<file path="config.mk">
export PLATFORM = sky130hd
export DESIGN_NAME = scan_chain_receiver
export DESIGN_NICKNAME = d
export VERILOG_FILES = /design/src/rtl/scan_chain_receiver.sv
export SDC_FILE = /design/constraint.sdc
export NUM_CORES = 1
export LEC_CHECK = 0
export ABC_AREA = 1
export CORE_AREA = 2 2 125 127
export CTS_BUF_LIST = sky130_fd_sc_hd__clkbuf_8
export CTS_CLUSTER_DIAMETER = 80
export DETAILED_ROUTE_END_ITERATION = 8
export DIE_AREA = 0 0 127 129
export PLACE_DENSITY = 0.64
export SETUP_SLACK_MARGIN = 0.4
export SLEW_MARGIN = 20
export SYNTH_ARGS = -nofsm -noshare
export SYNTH_HDL_FRONTEND = slang
export SYNTH_SLANG_ARGS = --single-unit
</file>
<file path="constraint.sdc">
create_clock -name CLK -period 4.4 [get_ports CLK]
set_clock_uncertainty 0.15 [all_clocks]
set_input_delay 0.66 -clock CLK [delete_from_list [all_inputs] [get_ports CLK]]
set_output_delay 0.66 -clock CLK [all_outputs]
set_load 0.05 [all_outputs]
</file>
<file path="src/rtl/scan_chain_receiver.sv">
// Scan chain receiver: oversamples SCLK1/SCLK2/LAT/SPI_SO, rebuilds the
// serial frame and commits it to CFG_DATA on LAT, flagging framing errors.
// Ports: CLK, RST_N (async low), SCLK1/SCLK2 two-phase scan clocks, LAT
// commit strobe, SPI_SO data, CLR_ERR clears sticky flags; outputs CFG_DATA,
// CFG_VALID pulse, BIT_CNT, BUSY, ERR_SHORT/LONG/OVLP/PARITY.
// Option: define SCAN_PARITY_EN to append an even-parity bit to each frame.
module scan_chain_receiver #(
  parameter int CHAIN_LEN   = 64,
  parameter int SYNC_STAGES = 2,
  parameter int CNT_WIDTH   = 7
) (
  input  logic                 CLK,
  input  logic                 RST_N,
  input  logic                 SCLK1,
  input  logic                 SCLK2,
  input  logic                 LAT,
  input  logic                 SPI_SO,
  input  logic                 CLR_ERR,
  output logic [CHAIN_LEN-1:0] CFG_DATA,
  output logic                 CFG_VALID,
  output logic [CNT_WIDTH-1:0] BIT_CNT,
  output logic                 BUSY,
  output logic                 ERR_SHORT,
  output logic                 ERR_LONG,
  output logic                 ERR_OVLP,
  output logic                 ERR_PARITY
);

`ifdef SCAN_PARITY_EN
  localparam int EXP = CHAIN_LEN + 1;
`else
  localparam int EXP = CHAIN_LEN;
`endif
  localparam logic [CNT_WIDTH-1:0] EXP_C = CNT_WIDTH'(EXP);
  localparam int MS = SYNC_STAGES - 1;

  typedef enum logic [1:0] {
    ST_IDLE,
    ST_SHIFT,
    ST_FULL
  } state_t;

  logic [SYNC_STAGES-1:0] r_s1_sync, r_s2_sync;
  logic [SYNC_STAGES-1:0] r_lat_sync, r_so_sync;
  logic r_s1_hist, r_s2_hist, r_lat_hist;

  state_t r_state, w_state_nxt;
  logic [CNT_WIDTH-1:0] r_cnt, w_cnt_nxt;
  logic [EXP-1:0] r_sr, w_sr_nxt;
  logic [CHAIN_LEN-1:0] r_cfg, w_cfg_nxt;
  logic r_mbit, w_mbit_nxt;
  logic r_valid, r_busy;
  logic r_err_short, r_err_long, r_err_ovlp;
  logic w_s1_rise, w_s2_rise, w_lat_rise;
  logic w_commit, w_ev_short, w_ev_long, w_ev_ovlp;
  logic w_par_ok;
  logic [CHAIN_LEN-1:0] w_data;

  assign w_s1_rise  = r_s1_sync[MS] & ~r_s1_hist;
  assign w_s2_rise  = r_s2_sync[MS] & ~r_s2_hist;
  assign w_lat_rise = r_lat_sync[MS] & ~r_lat_hist;

`ifdef SCAN_PARITY_EN
  logic r_err_par, w_ev_par;
  // Even parity: data bits plus the trailing parity bit XOR to zero.
  assign w_par_ok   = ~^r_sr;
  assign w_data     = r_sr[CHAIN_LEN:1];
  assign ERR_PARITY = r_err_par;
`else
  assign w_par_ok   = 1'b1;
  assign w_data     = r_sr[CHAIN_LEN-1:0];
  assign ERR_PARITY = 1'b0;
`endif

  always_ff @(posedge CLK or negedge RST_N) begin
    if (!RST_N) begin
      r_s1_sync  <= '0;
      r_s2_sync  <= '0;
      r_lat_sync <= '0;
      r_so_sync  <= '0;
      r_s1_hist  <= 1'b0;
      r_s2_hist  <= 1'b0;
      r_lat_hist <= 1'b0;
    end else begin
      r_s1_sync  <= {r_s1_sync[MS-1:0], SCLK1};
      r_s2_sync  <= {r_s2_sync[MS-1:0], SCLK2};
      r_lat_sync <= {r_lat_sync[MS-1:0], LAT};
      r_so_sync  <= {r_so_sync[MS-1:0], SPI_SO};
      r_s1_hist  <= r_s1_sync[MS];
      r_s2_hist  <= r_s2_sync[MS];
      r_lat_hist <= r_lat_sync[MS];
    end
  end

  always_comb begin
    w_cnt_nxt  = r_cnt;
    w_sr_nxt   = r_sr;
    w_mbit_nxt = r_mbit;
    w_cfg_nxt  = r_cfg;
    w_commit   = 1'b0;
    w_ev_short = 1'b0;
    w_ev_long  = 1'b0;
    w_ev_ovlp  = 1'b0;
`ifdef SCAN_PARITY_EN
    w_ev_par   = 1'b0;
`endif
    if (w_s1_rise && w_s2_rise) begin
      w_ev_ovlp = 1'b1;
    end else if (w_s1_rise) begin
      w_mbit_nxt = r_so_sync[MS];
    end
    // LAT beats a coincident shift; decision uses pre-shift count.
    if (w_lat_rise) begin
      w_cnt_nxt = '0;
      if (r_state == ST_FULL && w_par_ok) begin
        w_commit  = 1'b1;
        w_cfg_nxt = w_data;
      end
`ifdef SCAN_PARITY_EN
      else if (r_state == ST_FULL) begin
        w_ev_par = 1'b1;
      end
`endif
      else begin
        w_ev_short = 1'b1;
      end
    end else if (w_s2_rise && !w_s1_rise) begin
      if (r_state == ST_FULL) begin
        w_ev_long = 1'b1;
      end else begin
        w_sr_nxt  = {r_sr[EXP-2:0], r_mbit};
        w_cnt_nxt = r_cnt + CNT_WIDTH'(1);
      end
    end
    if (w_cnt_nxt == '0) begin
      w_state_nxt = ST_IDLE;
    end else if (w_cnt_nxt == EXP_C) begin
      w_state_nxt = ST_FULL;
    end else begin
      w_state_nxt = ST_SHIFT;
    end
  end

  always_ff @(posedge CLK or negedge RST_N) begin
    if (!RST_N) begin
      r_state     <= ST_IDLE;
      r_cnt       <= '0;
      r_sr        <= '0;
      r_mbit      <= 1'b0;
      r_cfg       <= '0;
      r_valid     <= 1'b0;
      r_busy      <= 1'b0;
      r_err_short <= 1'b0;
      r_err_long  <= 1'b0;
      r_err_ovlp  <= 1'b0;
`ifdef SCAN_PARITY_EN
      r_err_par   <= 1'b0;
`endif
    end else begin
      r_state     <= w_state_nxt;
      r_cnt       <= w_cnt_nxt;
      r_sr        <= w_sr_nxt;
      r_mbit      <= w_mbit_nxt;
      r_cfg       <= w_cfg_nxt;
      r_valid     <= w_commit;
      r_busy      <= (w_cnt_nxt != '0);
      r_err_short <= w_ev_short | (r_err_short & ~CLR_ERR);
      r_err_long  <= w_ev_long | (r_err_long & ~CLR_ERR);
      r_err_ovlp  <= w_ev_ovlp | (r_err_ovlp & ~CLR_ERR);
`ifdef SCAN_PARITY_EN
      r_err_par   <= w_ev_par | (r_err_par & ~CLR_ERR);
`endif
    end
  end

  assign CFG_DATA  = r_cfg;
  assign CFG_VALID = r_valid;
  assign BIT_CNT   = r_cnt;
  assign BUSY      = r_busy;
  assign ERR_SHORT = r_err_short;
  assign ERR_LONG  = r_err_long;
  assign ERR_OVLP  = r_err_ovlp;

endmodule
</file>
==> key figures, run 1 <==
Finish
  • Inserted Diodes: 0
  • Final net count: 682
  • Share of layout cells above drive strength 1: under 10%
  • Fin cells: 875
  • Fillers: 1376
  • Layout area overhead: 22.8%

Clocking
  • H-tree Lvls: 4
  • CTS tree: yes
  • Max Root-Sink Buffers: 2
  • CTS Hold Bufs: 0
  • Total CTS buffers: 17
  • Post-CTS Setup Bufs: 0
  • Latest clock arrival within the worst-skew pair: 460 ps
  • Post-CTS sizing: 0
  • Total clock sinks: approximately 150
  • CTS root buf: clkbuf_8
  • Worst-path clk slew: 90 ps

Synthesis
  • Synth area leaders: dfrtp_1 65%, nand2_1 9.5%, o21ai_1 7.6%, inv_1 5.7%, o21ai_0 2.8%
  • Synth area leader: dfrtp_1
  • Top-area cell type share of the netlist area: about two thirds
  • Mapped Area: 0.00591 mm²
  • Ys Warns: 0
  • Gate Count Post-Synth: roughly 600
  • Avg Inst Size Synth: 9.89 µm²
  • Synth cell types: 25
  • FF+latch count, synth: ~150
  • Syn_nets: 605
  • Sequential area share after synthesis: 65.2%

Floorplanning
  • Row cnt: between 40 and 50
  • Die area: ~0.016 mm²
  • Initial Utilization: 39.4%
  • Core area: between 0.01 and 0.015 mm²
  • Ports: 84
  • Die W: 127 µm
  • Chip height: 129 µm

Detailed routing
  • DRT Pass-1 Iters: 6
  • Routed WL per cell: around 12 µm
  • Vias: 3961
  • Post-route ant nets: 0
  • Initial drt markers: 233
  • DRC: 0
  • Post-Route WL: 10800 µm
  • Drt via density: ~4.5

Global routing
  • All-layer global routing usage: 14.4%
  • Antenna violations before repair: 0
  • Global-route wire length before repair: 18500 µm
  • Overflow after GRT: 0
  • Number of global-route vias before repair: 3905
  • Largest net degree at the start of global routing: 100

Timing
  • Fin Setup TNS: 0 ps
  • Slew Limit Headroom: 41.7%
  • Achievable Freq: 0.387 GHz
  • Crit share post-route: 58.7%
  • Final hold vios: 0
  • RSZ-0062 raised after global routing: false
  • Fin. max-slew vios: 0
  • Worst-Margin Slew: 875 ps
  • Final setup viols: 0
  • Crit path time final: 2580 ps

Placement
  • GP Congestion: 0.779
  • DP HPWL: 7160 µm
  • Placed Cells incl. Taps: around 840
  • PortBufs: 82

Critical path
  • Crit path DAT: 1770 ps
  • Crit-path cells: clkdlybuf4s50_1
  • Worst setup EP type: output pin
  • Max incr delay on CP: roughly 850 ps
  • Reg-to-reg slack, setup: 2010 ps
  • WS Path Type: reg -> out
  • CP top delay family: buffers and inverters
  • Crit start category: flip-flop
  • CP Data Required Time: 3590 ps
  • Max stage delay cell, worst path: clkdlybuf4s50_1
  • Critical path buffer and inverter count: 1
  • Worst-path fanout max: 7

Power
  • Sw frac: between 20% and 30%
  • Comb pwr share: 6.5%
  • VDD IR max: 199 µV
  • Clock network power share: 40.7%
  • PD cells: 385 mW/mm²
  • Total power: 2.79 mW
  • Internal: 2.10 mW
  • Seq pwr share: 52.9%
  • P_leak: 3.17 nW
  • Psw: 691 µW

Run status
  • Status: finished clean

Min path
  • Worst hold path type: in -> async

Run
  • Total of max-cap violations: 0
-- cells by family after synthesis --
kind of cell	share of synthesized area, %
adder cells (fa/ha/maj)	0.212
buffers and inverters	9.04
AND/OR/NAND/NOR	14.0
AO/OA/AOI/OAI	11.5
flip-flops	65.2
other	0.0635
-- cell usage after synthesis, drive strengths merged --
cell type    n
nand3       14
clkbuf       5
dfrtp      154
nand2      155
o21ai      127
o22ai        2
o32ai        1
ha           1
a21oi        1
buf         24
conb         1
nor2        14
inv         93
nand4        5
-- final cells by class --
| cell class | count | area, µm² | share of cell area, % |
|---|---|---|---|
| clock buffers | 19 | 262 | 3.61 |
| clock inverters | 13 | 165 | 2.28 |
| inverters | 93 | 352 | 4.85 |
| multi-input cells | 321 | 1530 | 21.0 |
| flip-flops and latches | 154 | 3850 | 53.1 |
| well taps | 188 | 235 | 3.24 |
| repair buffers | 87 | 860 | 11.9 |
-- sequential cells by signal, summed over array words and instances, names as in the netlist --
| register | count |
|---|---|
| BIT_CNT | 7 |
| BUSY | 1 |
| CFG_DATA | 64 |
| CFG_VALID | 1 |
| ERR_LONG | 1 |
| ERR_OVLP | 1 |
| ERR_SHORT | 1 |
| r_lat_hist | 1 |
| r_lat_sync | 2 |
| r_mbit | 1 |
| r_s1_hist | 1 |
| r_s1_sync | 2 |
| r_s2_hist | 1 |
| r_s2_sync | 2 |
| r_so_sync | 2 |
| r_sr | 64 |
| r_state | 2 |
-- stage by stage --
stage               setup WS [ps]  hold WS, ps  cell area [µm²]  utilization, %
CTS                          1770          152             7250            48.4
detailed placement           2030          189             6830            45.6
floorplan                    2510          181             5910               -
global route                 1730          191             7250            48.4
finish                       1820          116             7250            48.4
global placement             2120          186             6830            45.6
-- per-layer routing --
| layer | wire (µm) | part of all wire [%] | GRT usage (%) | vias to the layer above |
|---|---|---|---|---|
| met5 | 0 | 0 | 0 | - |
| met4 | 200 | 1.9 | 6.01 | 0 |
| met3 | 409 | 3.8 | 4.82 | 18 |
| met2 | 5150 | 48 | 23.1 | 62 |
| met1 | 5050 | 47 | 17.9 | 1866 |
| li1 | - | - | - | 2015 |
-- power groups by stage --
stage	Sequential [mW]	Clock [mW]	Combinational, mW
after CTS	1.48	1.17	0.186
after global routing	1.48	1.22	0.206
after detailed placement	1.50	0	0.185
final	1.48	1.13	0.181
after global placement	1.50	0	0.180
after floorplan	1.53	0	0.0937
-- path summary, 6_finish.rpt --
| kind | from | end | cells past startpoint |
|---|---|---|---|
| setup / recovery | BIT_CNT[4] | BIT_CNT[4] | 1 |
| hold / removal | RST_N | CFG_DATA[9] | 1 |
| setup reg to reg | r_s2_hist | r_sr[23] | 7 |
| hold reg to reg | r_lat_sync[0] | r_lat_sync[1] | 0 |
| max in group asynchronous | RST_N | CFG_DATA[60] | 2 |
| min in group CLK | r_lat_sync[0] | r_lat_sync[1] | 0 |
-- cells in the final DEF, fill, tap and decap left out, types with 2 or more instances in the layout --
cell / instances
inv_2: 3
nor2_2: 7
nand3_2: 4
nand3_1: 8
o21ai_2: 4
clkinv_4: 3
nand2_1: 150
inv_1: 89
inv_6: 3
nor2_1: 4
nand2_2: 5
o21ai_1: 90
o22ai_1: 2
clkbuf_8: 19
o21ai_0: 33
clkdlybuf4s50_1: 81
nor2_4: 3
clkinv_2: 3
dfrtp_1: 154
nand4_1: 5
buf_4: 5
bufinv_16: 3
nand3_4: 2
No activity file was read; power rests on OpenSTA's default activity.
==> inputs of run 2 (changes only) <==
clock period = 2.4 ns   (was 4.4 ns; I/O delays follow)
==> key figures, run 2 (synthesis results as in run 1) <==
Floorplanning
  • Die area: 0.0164 mm²
  • Chip height: 129 µm
  • Die W: roughly 130 µm
  • Ports: between 80 and 90
  • Initial Utilization: between 30% and 40%
  • Core area: 0.0150 mm²
  • Row cnt: 45

Critical path
  • Crit-path cells: dlygate4sd2_1
  • Worst setup EP type: output pin
  • Crit path DAT: 1420 ps
  • CP top delay family: buffers and inverters
  • CP startpoint: BIT_CNT[3]
  • Max incr delay on CP: approximately 550 ps
  • Max stage delay cell, worst path: dlygate4sd2_1
  • Crit start category: flip-flop
  • WS Path Type: reg -> out
  • Critical R2R Launch: r_s2_hist
  • Worst-path fanout max: 5
  • CP Data Required Time: 1890 ps
  • Critical path buffer and inverter count: 1

Clocking
  • CTS root buf: clkbuf_8
  • Worst-path clk slew: 80 ps
  • H-tree Lvls: 4
  • Post-CTS Setup Bufs: 0
  • Total CTS buffers: 17
  • Total clock sinks: 154
  • CTS tree: yes
  • Max Root-Sink Buffers: 2
  • Latest clock arrival within the worst-skew pair: around 440 ps

Run status
  • Status: finished clean

Finish
  • Layout area overhead: 21.7%
  • Final net count: 687
  • Post-layout util: 48.0%
  • Share of layout cells above drive strength 1: under 10%
  • Inserted Diodes: 0
  • Most frequent cells in the layout: 154 x dfrtp_1, 150 x nand2_1, 93 x inv_1, 90 x o21ai_1, 75 x dlygate4sd2_1
  • Commonest non-fill, non-tap cell in the layout: dfrtp_1
  • Final Instance Area: about 0.0072 mm²

Global routing
  • Number of global-route vias before repair: 3972
  • Global-route wire length before repair: 18800 µm
  • Overflow after GRT: 0
  • All-layer global routing usage: 14.6%
  • Largest net degree at the start of global routing: 65
  • Antenna violations before repair: 0

Power
  • Psw: 1.18 mW
  • Internal: 3.64 mW
  • PD cells: 670 mW/mm²
  • Sw frac: about a quarter
  • Seq pwr share: 56.1%
  • Clock network power share: a little under two fifths
  • Comb pwr share: under 10%
  • Total power: 4.82 mW
  • P_leak: about 3.6 nW
  • VDD IR max: 374 µV

Detailed routing
  • M1 wire length: ~5100 µm
  • Drt via density: 4.60
  • Met2 wire length: 5200 µm
  • Wire length on met3: about 480 µm
  • Routed WL per cell: 12.4 µm
  • Max layer used: met4
  • DRC: 0
  • Vias: 4039
  • Initial drt markers: 189
  • Post-Route WL: 10900 µm
  • DRT Pass-1 Iters: 4
  • Post-route ant nets: 0

Min path
  • Hold_sp: r_s2_sync[0]
  • Worst hold path type: reg -> reg

Placement
  • PortBufs: 82
  • Post-placement cell area: 0.00691 mm²
  • DP HPWL: 7290 µm
  • GP Congestion: 0.758

Timing
  • Fin. max-slew vios: 0
  • Final hold vios: 0
  • Final setup viols: 0
  • Crit share post-route: 80.2%
  • Slew Limit Headroom: 65.3%
  • RSZ-0062 raised after global routing: false
  • Worst-Margin Slew: 523 ps
  • Fin Setup TNS: 0 ps
  • Crit path time final: between 1500 and 2000 ps
  • Achievable Freq: 0.519 GHz

Run
  • Total of max-cap violations: 0
## run 2: final cells by class
type,instances,area [µm²]
Inverter,93,354
Fill cell,1433,7790
Sequential cell,154,3850
Timing Repair Buffer,91,856
Clock inverter,10,80.1
Tap cell,188,235
Clock buffer,20,275
Multi-Input combinational cell,322,1540
## run 2: metal layers
| metal | GRT usage, % | vias to the layer above |
|---|---|---|
| met5 | 0 | - |
| met4 | 5.75 | 0 |
| met1 | 18.1 | 1910 |
| met2 | 23.7 | 80 |
| met3 | 4.91 | 16 |
| li1 | - | 2033 |
## run 2: final timing paths
check                               endpoint  slack [ps]  cells after the start
worst max-delay path              BIT_CNT[3]         470                      1
worst min register to register  r_s2_sync[1]         200                      0
worst min-delay path            r_s2_sync[1]         200                      0
worst max register to register      r_sr[48]         640                      7
min in group asynchronous        CFG_DATA[7]         230                      2
max in group asynchronous       r_s1_sync[1]        1220                      3
## run 2: through the flow
step	hold slack, ps	setup WS (ps)	instances
2_1_floorplan	-85.6	509	597
3_3_place_gp	141	599	846
3_5_place_dp	145	541	846
4_1_cts	166	386	877
5_1_grt	158	401	878
6_report	201	474	878
## run 2: timing repair
action | 4_1_cts | 5_1_grt
gates cloned | 0 | 1
hold buffers | 1 | 0
setup endpoints to repair | 76 | 4
gates resized for setup | 76 | 3
hold endpoints to repair | 38 | 0
## run 2: power groups by stage
stage                     Sequential [mW]  Clock [mW]  Combinational, mW
final                                2.71        1.78              0.340
after global routing                 2.72        1.95              0.385
after CTS                            2.71        1.84              0.347
after detailed placement             2.76           0              0.354
after global placement               2.76           0              0.345
after floorplan                      2.80           0              0.172
==> inputs of run 3 (changes only) <==
clock period = 1.83 ns   (was 2.4 ns; I/O delays follow)
==> key figures, run 3 (synthesis results as in run 1) <==
Run status
  • Status: finished clean

Detailed routing
  • Post-route ant nets: 0
  • Initial drt markers: about 250
  • DRT Pass-1 Iters: 4
  • Routed WL per cell: 16.9 µm
  • Drt via density: 4.88
  • Vias: around 4900
  • Post-Route WL: 16800 µm
  • DRC: 0

Timing
  • Crit share post-route: between 80% and 90%
  • Final Worst Setup Slack: 226 ps
  • Final setup viols: 0
  • Final hold vios: 0
  • RSZ-0062 raised after global routing: true
  • Fin. max-slew vios: 0
  • Crit path time final: 1600 ps
  • Fin Setup TNS: 0 ps
  • Achievable Freq: between 0.6 and 0.7 GHz

Floorplanning
  • Initial Utilization: 39.4%
  • Die W: 127 µm
  • Ports: 84
  • Die area: 0.0164 mm²
  • Chip height: 129 µm
  • Core area: around 0.015 mm²
  • Row cnt: 45

Placement
  • Dpl ws: 211 ps
  • DP HPWL: 7370 µm
  • PortBufs: 82
  • GP Congestion: 0.792

Power
  • P_leak: between 4 and 5 nW
  • PD cells: 736 mW/mm²
  • Total power: 7.09 mW
  • VDD IR max: 374 µV

Clocking
  • Total clock sinks: 154
  • CTS tree: yes
  • Latest clock arrival within the worst-skew pair: ~460 ps
  • CTS root buf: clkbuf_8
  • Max Root-Sink Buffers: 2
  • Total CTS buffers: 17
  • H-tree Lvls: 4
  • Worst-path clk slew: roughly 90 ps

Critical path
  • CP Data Required Time: 2030 ps
  • Crit path DAT: 1800 ps
  • CP top delay family: simple AND/OR/NAND/NOR gates
  • Max incr delay on CP: 390 ps
  • Worst setup EP type: flip-flop
  • Worst-path fanout max: 3
  • Crit start category: flip-flop
  • Max stage delay cell, worst path: dfrtp_1
  • Critical path buffer and inverter count: 2
  • Crit-path cells: buf_4, nor2_4, nand3_4, buf_4, nand2_2, nand3_4, nand2_4, nor2_4, nand3_2, nor2_2
  • WS Path Type: reg -> reg

Global routing
  • Antenna violations before repair: 0
  • All-layer global routing usage: 18.0%
  • Global-route wire length before repair: 23200 µm
  • Overflow after GRT: 0
  • Largest net degree at the start of global routing: 43
  • Number of global-route vias before repair: approximately 4700

Finish
  • Most frequent cells in the layout: 150 x dfrtp_1, 87 x buf_6, 84 x inv_1, 83 x o21ai_1, 81 x buf_4
  • Layout area overhead: 63.2%
  • Commonest non-fill, non-tap cell in the layout: dfrtp_1
  • Inserted Diodes: 0
  • Final net count: 806
  • Share of layout cells above drive strength 1: 50.6%

Min path
  • Worst hold path type: in -> reg

Run
  • Total of max-cap violations: 0
run 3: cell count changes in the layout (fill, tap and decap cells not counted), sizes merged:
cell	before	now
inv	98	97
bufinv	1	3
clkinv	3	4
clkbuf	21	30
dlygate4sd2	75	0
buf	9	194
clkinvlp	1	2
nand3	15	14
run 3: area by class of cell:
class | count | area [µm²]
Fill cell | 1126 | 5340
Sequential cell | 154 | 3860
Timing Repair Buffer | 211 | 2570
Multi-Input combinational cell | 321 | 2190
Inverter | 93 | 359
Clock buffer | 19 | 262
Tap cell | 188 | 235
Clock inverter | 13 | 168
run 3: through the flow:
stage	hold slack, ps	area (µm²)	utilization [%]	instances
floorplan	-171	5940	-	597
global placement	41.6	6780	45.3	849
detailed placement	44.6	6780	45.3	849
CTS	74.0	8660	57.8	956
global route	71.2	9640	64.4	999
finish	101	9640	64.4	999
run 3: power by group:
part	internal (mW)	switching (mW)
clock	1.44	1.35
combinational	0.305	0.439
sequential	3.50	0.0675
total	5.24	1.85
run 3: worst paths after layout:
check                             start           end  slack, ps  depth (start not counted)
max                           r_s2_hist    r_state[1]        230                         10
min                               SCLK1  r_s1_sync[0]        100                          1
min in group asynchronous         RST_N      r_sr[10]        120                          2
max in group asynchronous         RST_N  CFG_DATA[13]        760                          3
max reg2reg                   r_s2_hist    r_state[1]        230                         10
min reg2reg                r_s2_sync[0]  r_s2_sync[1]        200                          0
run 3: timing repair:
| action | 4_1_cts | 5_1_grt |
|---|---|---|
| hold buffers | 1 | 0 |
| pin swaps | 10 | 25 |
| endpoints found under the hold margin | 154 | 0 |
| resized for setup | 192 | 135 |
| setup endpoints to repair | 209 | 212 |
| buffers inserted | 59 | 30 |
| cloned | 15 | 13 |
run 3: worst register-to-register path, cell delays in order (launching register included):
cell and delay (ps):
dfrtp_1 390, buf_4 140, nor2_4 110, nand3_4 130, buf_4 160, nand2_2 70, nand3_4 90, nand2_4 80
nor2_4 40, nand3_2 80, nor2_2 30
run 3: metal layers:
metal / GRT usage [%] / wire (µm) / vias up
met5: 0 / 0 / -
met4: 7.56 / 428 / 0
met3: 4.28 / 704 / 43
li1: - / - / 2286
met1: 23.0 / 6960 / 2411
met2: 29.8 / 8750 / 139
